### config.mk
export PLATFORM = sky130hd
export DESIGN_NAME = fetch_ctrl
export DESIGN_NICKNAME = d
export VERILOG_FILES = /design/src/rtl/fetch_ctrl.sv
export SDC_FILE = /design/constraint.sdc
export NUM_CORES = 1
export LEC_CHECK = 0
export CAP_MARGIN = 5
export CORE_ASPECT_RATIO = 0.8
export CORE_UTILIZATION = 25
export DETAILED_ROUTE_END_ITERATION = 10
export SETUP_SLACK_MARGIN = 0.02
export SLEW_MARGIN = 30
export SYNTH_ARGS = -nofsm -noshare
export SYNTH_HDL_FRONTEND = slang
export SYNTH_SLANG_ARGS = --single-unit
### constraint.sdc
create_clock -name clk -period 2.8 [get_ports clk]
set_clock_uncertainty 0.2 [all_clocks]
set_input_delay 0.84 -clock clk [delete_from_list [all_inputs] [get_ports clk]]
set_output_delay 0.84 -clock clk [all_outputs]
set_load 0.01 [all_outputs]
### src/rtl/fetch_ctrl.sv
// Instruction fetch controller: owns the fetch PC, drives the imem address
// and queues {pc, instr} pairs for decode over a valid/ready handshake.
//
// Ports:
//   clk, rst_n          clock, async active-low reset
//   start, halt         leave IDLE / stop issuing fetches (level)
//   redirect_valid/pc   flush the queue and load a new fetch PC
//   imem_addr/data      single-cycle instruction memory interface
//   out_valid/ready     decode handshake; out_pc/out_instr carry the head
//   state               00 IDLE, 01 RUN, 10 STOPPED
module fetch_ctrl #(
  parameter logic [31:0] RESET_PC = 32'h0000_0000,
  parameter int          DEPTH    = 2
) (
  input  logic        clk,
  input  logic        rst_n,
  input  logic        start,
  input  logic        halt,
  input  logic        redirect_valid,
  input  logic [31:0] redirect_pc,
  output logic [31:0] imem_addr,
  input  logic [31:0] imem_data,
  output logic        out_valid,
  input  logic        out_ready,
  output logic [31:0] out_pc,
  output logic [31:0] out_instr,
  output logic [1:0]  state
);

  localparam int AW = $clog2(DEPTH);
  localparam int CW = AW + 1;
  localparam logic [CW-1:0] FULL = CW'(DEPTH);

  typedef enum logic [1:0] {
    IDLE    = 2'b00,
    RUN     = 2'b01,
    STOPPED = 2'b10
  } state_e;

  state_e        state_q, state_d;
  logic [31:0]   fetch_pc_q, fetch_pc_d;
  logic [AW-1:0] rd_q, rd_d;
  logic [AW-1:0] wr_q, wr_d;
  logic [CW-1:0] cnt_q, cnt_d;
  logic [31:0]   pc_mem_q    [DEPTH];
  logic [31:0]   instr_mem_q [DEPTH];

  logic deq;
  logic push_ok;
  logic push;

  // Low address bits of a redirect target are dropped on purpose.
  logic unused_rpc;
  assign unused_rpc = ^redirect_pc[1:0];

  assign out_valid = (cnt_q != '0);
  assign deq       = out_valid && out_ready;
  // A full queue may still accept a push when the head leaves this cycle.
  assign push_ok   = (cnt_q < FULL) || deq;

  assign imem_addr = fetch_pc_q;
  assign state     = state_q;
  assign out_pc    = out_valid ? pc_mem_q[rd_q]    : '0;
  assign out_instr = out_valid ? instr_mem_q[rd_q] : '0;

  always_comb begin
    state_d    = state_q;
    fetch_pc_d = fetch_pc_q;
    rd_d       = rd_q;
    wr_d       = wr_q;
    cnt_d      = cnt_q;
    push       = 1'b0;
    if (redirect_valid) begin
      // Flush wins over everything; a same-cycle deq was still taken.
      fetch_pc_d = {redirect_pc[31:2], 2'b00};
      rd_d       = '0;
      wr_d       = '0;
      cnt_d      = '0;
      if (state_q == STOPPED) state_d = RUN;
    end else begin
      case (state_q)
        IDLE: begin
          if (start) state_d = RUN;
        end
        RUN: begin
          if (halt) state_d = STOPPED;
          else      push    = push_ok;
        end
        default: ;
      endcase
      if (push) begin
        wr_d       = wr_q + 1'b1;
        fetch_pc_d = fetch_pc_q + 32'd4;
      end
      if (deq) rd_d = rd_q + 1'b1;
      if (push && !deq)      cnt_d = cnt_q + 1'b1;
      else if (!push && deq) cnt_d = cnt_q - 1'b1;
    end
  end

  always_ff @(posedge clk or negedge rst_n) begin
    if (!rst_n) begin
      state_q    <= IDLE;
      fetch_pc_q <= RESET_PC;
      rd_q       <= '0;
      wr_q       <= '0;
      cnt_q      <= '0;
    end else begin
      state_q    <= state_d;
      fetch_pc_q <= fetch_pc_d;
      rd_q       <= rd_d;
      wr_q       <= wr_d;
      cnt_q      <= cnt_d;
    end
  end

  always_ff @(posedge clk or negedge rst_n) begin
    if (!rst_n) begin
      for (int i = 0; i < DEPTH; i++) begin
        pc_mem_q[i]    <= '0;
        instr_mem_q[i] <= '0;
      end
    end else if (push) begin
      pc_mem_q[wr_q]    <= fetch_pc_q;
      instr_mem_q[wr_q] <= imem_data;
    end
  end

endmodule

==> flow_metrics.py <==
metrics = {
    "cells_and_area": {
        "area.growth.synth_to_final_pct": 40.9,
        "n_fill_cell": 2970,
        "multi_input_area_um2": 3390,
        "final-seq-area_um2": 4010,
        "final_nets": 911,
        "drive_above_1_share_pct": 32.9,
    },
    "clock_tree": {
        "h-tree-depth": 4,
        "cts_root_buf": "clkbuf_16",
        "cts_made_buffers": 17,
        "cts.sink_count": 160,
        "worstSkewPairLatency_ns": 0.43,
        "clockBufferDepth": 2,
        "tritoncts": "built",
        "path_clk_slew_ns": 0.07,
    },
    "logic_synthesis": {
        "async_reset_ff_share_pct": 100,
        "yosysTopAreaCell": "dfrtp_1",
        "yosysSeqAreaShare_pct": 52.4,
        "synth_compound_area_share_pct": 2.56,
        "synth_common_cells": "dfrtp_1 (160), mux2_2 (119), nor2_1 (69)",
        "ys_seq_elements": 160,
        "synthMuxAreaShare_pct": 26.7,
        "yosys_warnings": 0,
        "yosysMostFrequentCell": "dfrtp_1",
        "synth_area_um2": 7640,
        "synth_cell_types": 35,
        "synth_xor_area_share_pct": 3.55,
        "synth_top_cell_area_share_pct": 52.4,
        "ys.flop_type": "dfrtp_1",
        "yosys.area_share.simple_pct": 10.9,
        "synth_area_leaders": "dfrtp_1 (52%), mux2_2 (18%), mux2i_1 (8.4%)",
        "syn_inst": 634,
        "synthAdderAreaFrac_pct": 0.164,
        "syn_area_per_cell_um2": 12.0,
        "synth_top_family_by_area": "multiplexers",
        "synth_edf_count": 0,
    },
    "drt": {
        "first_pass_iters": 5,
        "routed_via_density": 4.38,
        "avgRoutedWirePerCell_um": 17.8,
        "vias": 5516,
        "routed_wl_um": 22400,
        "drc": 0,
        "detail-route-antenna-nets": 0,
        "drt_first_iter_violations": 229,
    },
    "sta": {
        "fmax_mhz": 354,
        "maxSlewViolCount": 0,
        "post-route-period-util_pct": 101,
        "rsz0062_at_grt": "yes",
        "setup_viol": 6,
        "hold_viol_final": 0,
        "setup_ws_ns": -0.0248,
        "fin_crit_ns": 2.82,
        "tns_ns": -0.0524,
    },
    "global_routing": {
        "grt_max_degree": 75,
        "antenna_found_initial": 3,
        "grt.total_usage_pct": 15.1,
        "grt_pass1_wl_um": 34600,
        "first_global_vias": 5707,
        "grt_overflow": 0,
    },
    "worst_setup_path": {
        "rr_startpoint": "imem_addr[4]$_DFFE_PN0P_",
        "cp-end-kind": "output pin",
        "crit_type": "reg -> out",
        "r2r_cells": 5,
        "startpoint_type": "flip-flop",
        "cp.required_ns": 1.76,
        "worstReg2RegEnd": "imem_addr[22]$_DFFE_PN0P_",
        "worst_ep_arrival_time_ns": 1.78,
        "r2r_slack_ns": 0.54,
        "cp_max_fo": 7,
    },
    "floorplan": {
        "fp.dieW_um": 197,
        "initial_core_util_pct": 25.7,
        "die_h_um": 158,
        "io_pins": 169,
        "row_count": 56,
        "coreArea_um2": 29700,
        "dieArea_um2": 31300,
    },
    "worst_hold_path": {
        "hold_path.class": "reg -> reg",
        "min_to": "instr_mem_q[63]$_DFFE_PN0P_",
        "min_path_cells": 1,
        "holdCritStartpoint": "instr_mem_q[63]$_DFFE_PN0P_",
    },
    "power_and_ir_drop": {
        "p_leak_nw": 4.67,
        "ir_drop_mv": 0.379,
        "powerDensity_nw_per_um2": 538,
        "finalPower_w": 0.00579,
    },
    "placed_design": {
        "portBuffers": 162,
        "gp_congestion": 0.738,
        "dp_hpwl_um": 13800,
    },
    "status": {
        "violations": "setup timing",
        "status": "finished with violations",
    },
    "flow_run": {
        "maxCapViolCount": 0,
    },
}
[worst max-delay path, stage by stage, from the launching register on]
cell and delay [ns]:
dfrtp_4 0.54, buf_8 0.16, buf_16 0.15, buf_6 0.12
mux2i_1 0.10, nor2_1 0.12, buf_2 0.15
[flip-flops by register name, summed over array words and instances (netlist names)]
| signal | flops |
|---|---|
| wr_q | 1 |
| imem_addr | 30 |
| state | 2 |
| rd_q | 1 |
| instr_mem_q | 64 |
| cnt_q | 2 |
| pc_mem_q | 60 |
[through the flow]
stage / worst slack, ns / cell area, µm² / hold slack (ns) / cells / util (%)
2_1_floorplan: 0.346 / 7650 / 0.257 / 637 / -
6_report: -0.0248 / 10800 / 0.288 / 1259 / 36.2
5_1_grt: -0.118 / 10800 / 0.317 / 1258 / 36.2
4_1_cts: -0.0868 / 10800 / 0.292 / 1259 / 36.4
3_3_place_gp: -0.130 / 9940 / 0.270 / 1198 / 33.5
3_5_place_dp: -0.163 / 9940 / 0.278 / 1198 / 33.5
[metal layers]
metal | vias up | wire length, µm | GRT usage, %
li1 | 2615 | - | -
met1 | 2754 | 11000 | 20.9
met2 | 128 | 10000 | 23.2
met3 | 17 | 1160 | 4.07
met4 | 2 | 180 | 3.77
met5 | - | 13 | 0
[where the power goes]
group | switching (W) | internal [W]
registers | 0.000206 | 0.00261
logic | 0.000291 | 0.000463
clock network | 0.000966 | 0.00126
[kinds of logic (layout without fill, tap and decap cells)]
logic type	count (synthesis)	in the layout
AND/OR/NAND/NOR	169	169
buffers and inverters	46	260
XOR/XNOR	31	31
AO/OA/AOI/OAI	38	38
adder cells (fa/ha/maj)	1	1
flip-flops	160	160
other	1	6
multiplexers	188	188
[final cells by class]
class / count / share of cell area (%)
clock buffer: 21 / 4.28
clock inverter: 9 / 0.814
timing repair buffer: 225 / 21.2
tap: 406 / 4.72
antenna: 2 / 0.0465
inverter: 5 / 0.174
sequential: 160 / 37.2
multi-input combinational: 431 / 31.5
[worst max-delay path by stage]
stage,startpoint,end,slack [ns]
after detailed placement,halt,pc_mem_q[48]$_DFFE_PN0P_,-0.16
after CTS,rd_q$_DFFE_PN0P_,out_pc[25],-0.09
final,rd_q$_DFFE_PN0P_,out_instr[8],-0.02
after floorplan,halt,instr_mem_q[53]$_DFFE_PN0P_,0.35
after global routing,rd_q$_DFFE_PN0P_,out_pc[29],-0.12
after global placement,halt,pc_mem_q[42]$_DFFE_PN0P_,-0.13
[layout by cell type, fill, tap and decap left out, types with 6 or more instances in the layout]
cell,instances
buf_6,10
clkbuf_16,17
mux2_2,119
nor3_1,7
clkdlybuf4s50_1,97
nor4_1,9
buf_16,6
xnor2_1,25
mux2i_1,62
nand4_1,8
clkdlybuf4s15_2,10
buf_2,42
o21ai_1,8
o21ai_0,24
nor2_1,67
xor2_1,6
nand3_1,10
dfrtp_1,158
buf_4,30
buf_12,12
clkdlybuf4s15_1,7
nand2_1,43
[timing repair]
item / 4_1_cts / 5_1_grt
endpoints found under the hold margin: 3 / 0
hold buffers: 1 / 0
endpoints found under the setup margin: 63 / 56
gates cloned: 9 / 0
resized for setup: 245 / 8
pin swaps: 14 / 13
setup buffers: 22 / 1
Note: power is estimated with default switching activity, not from simulation.
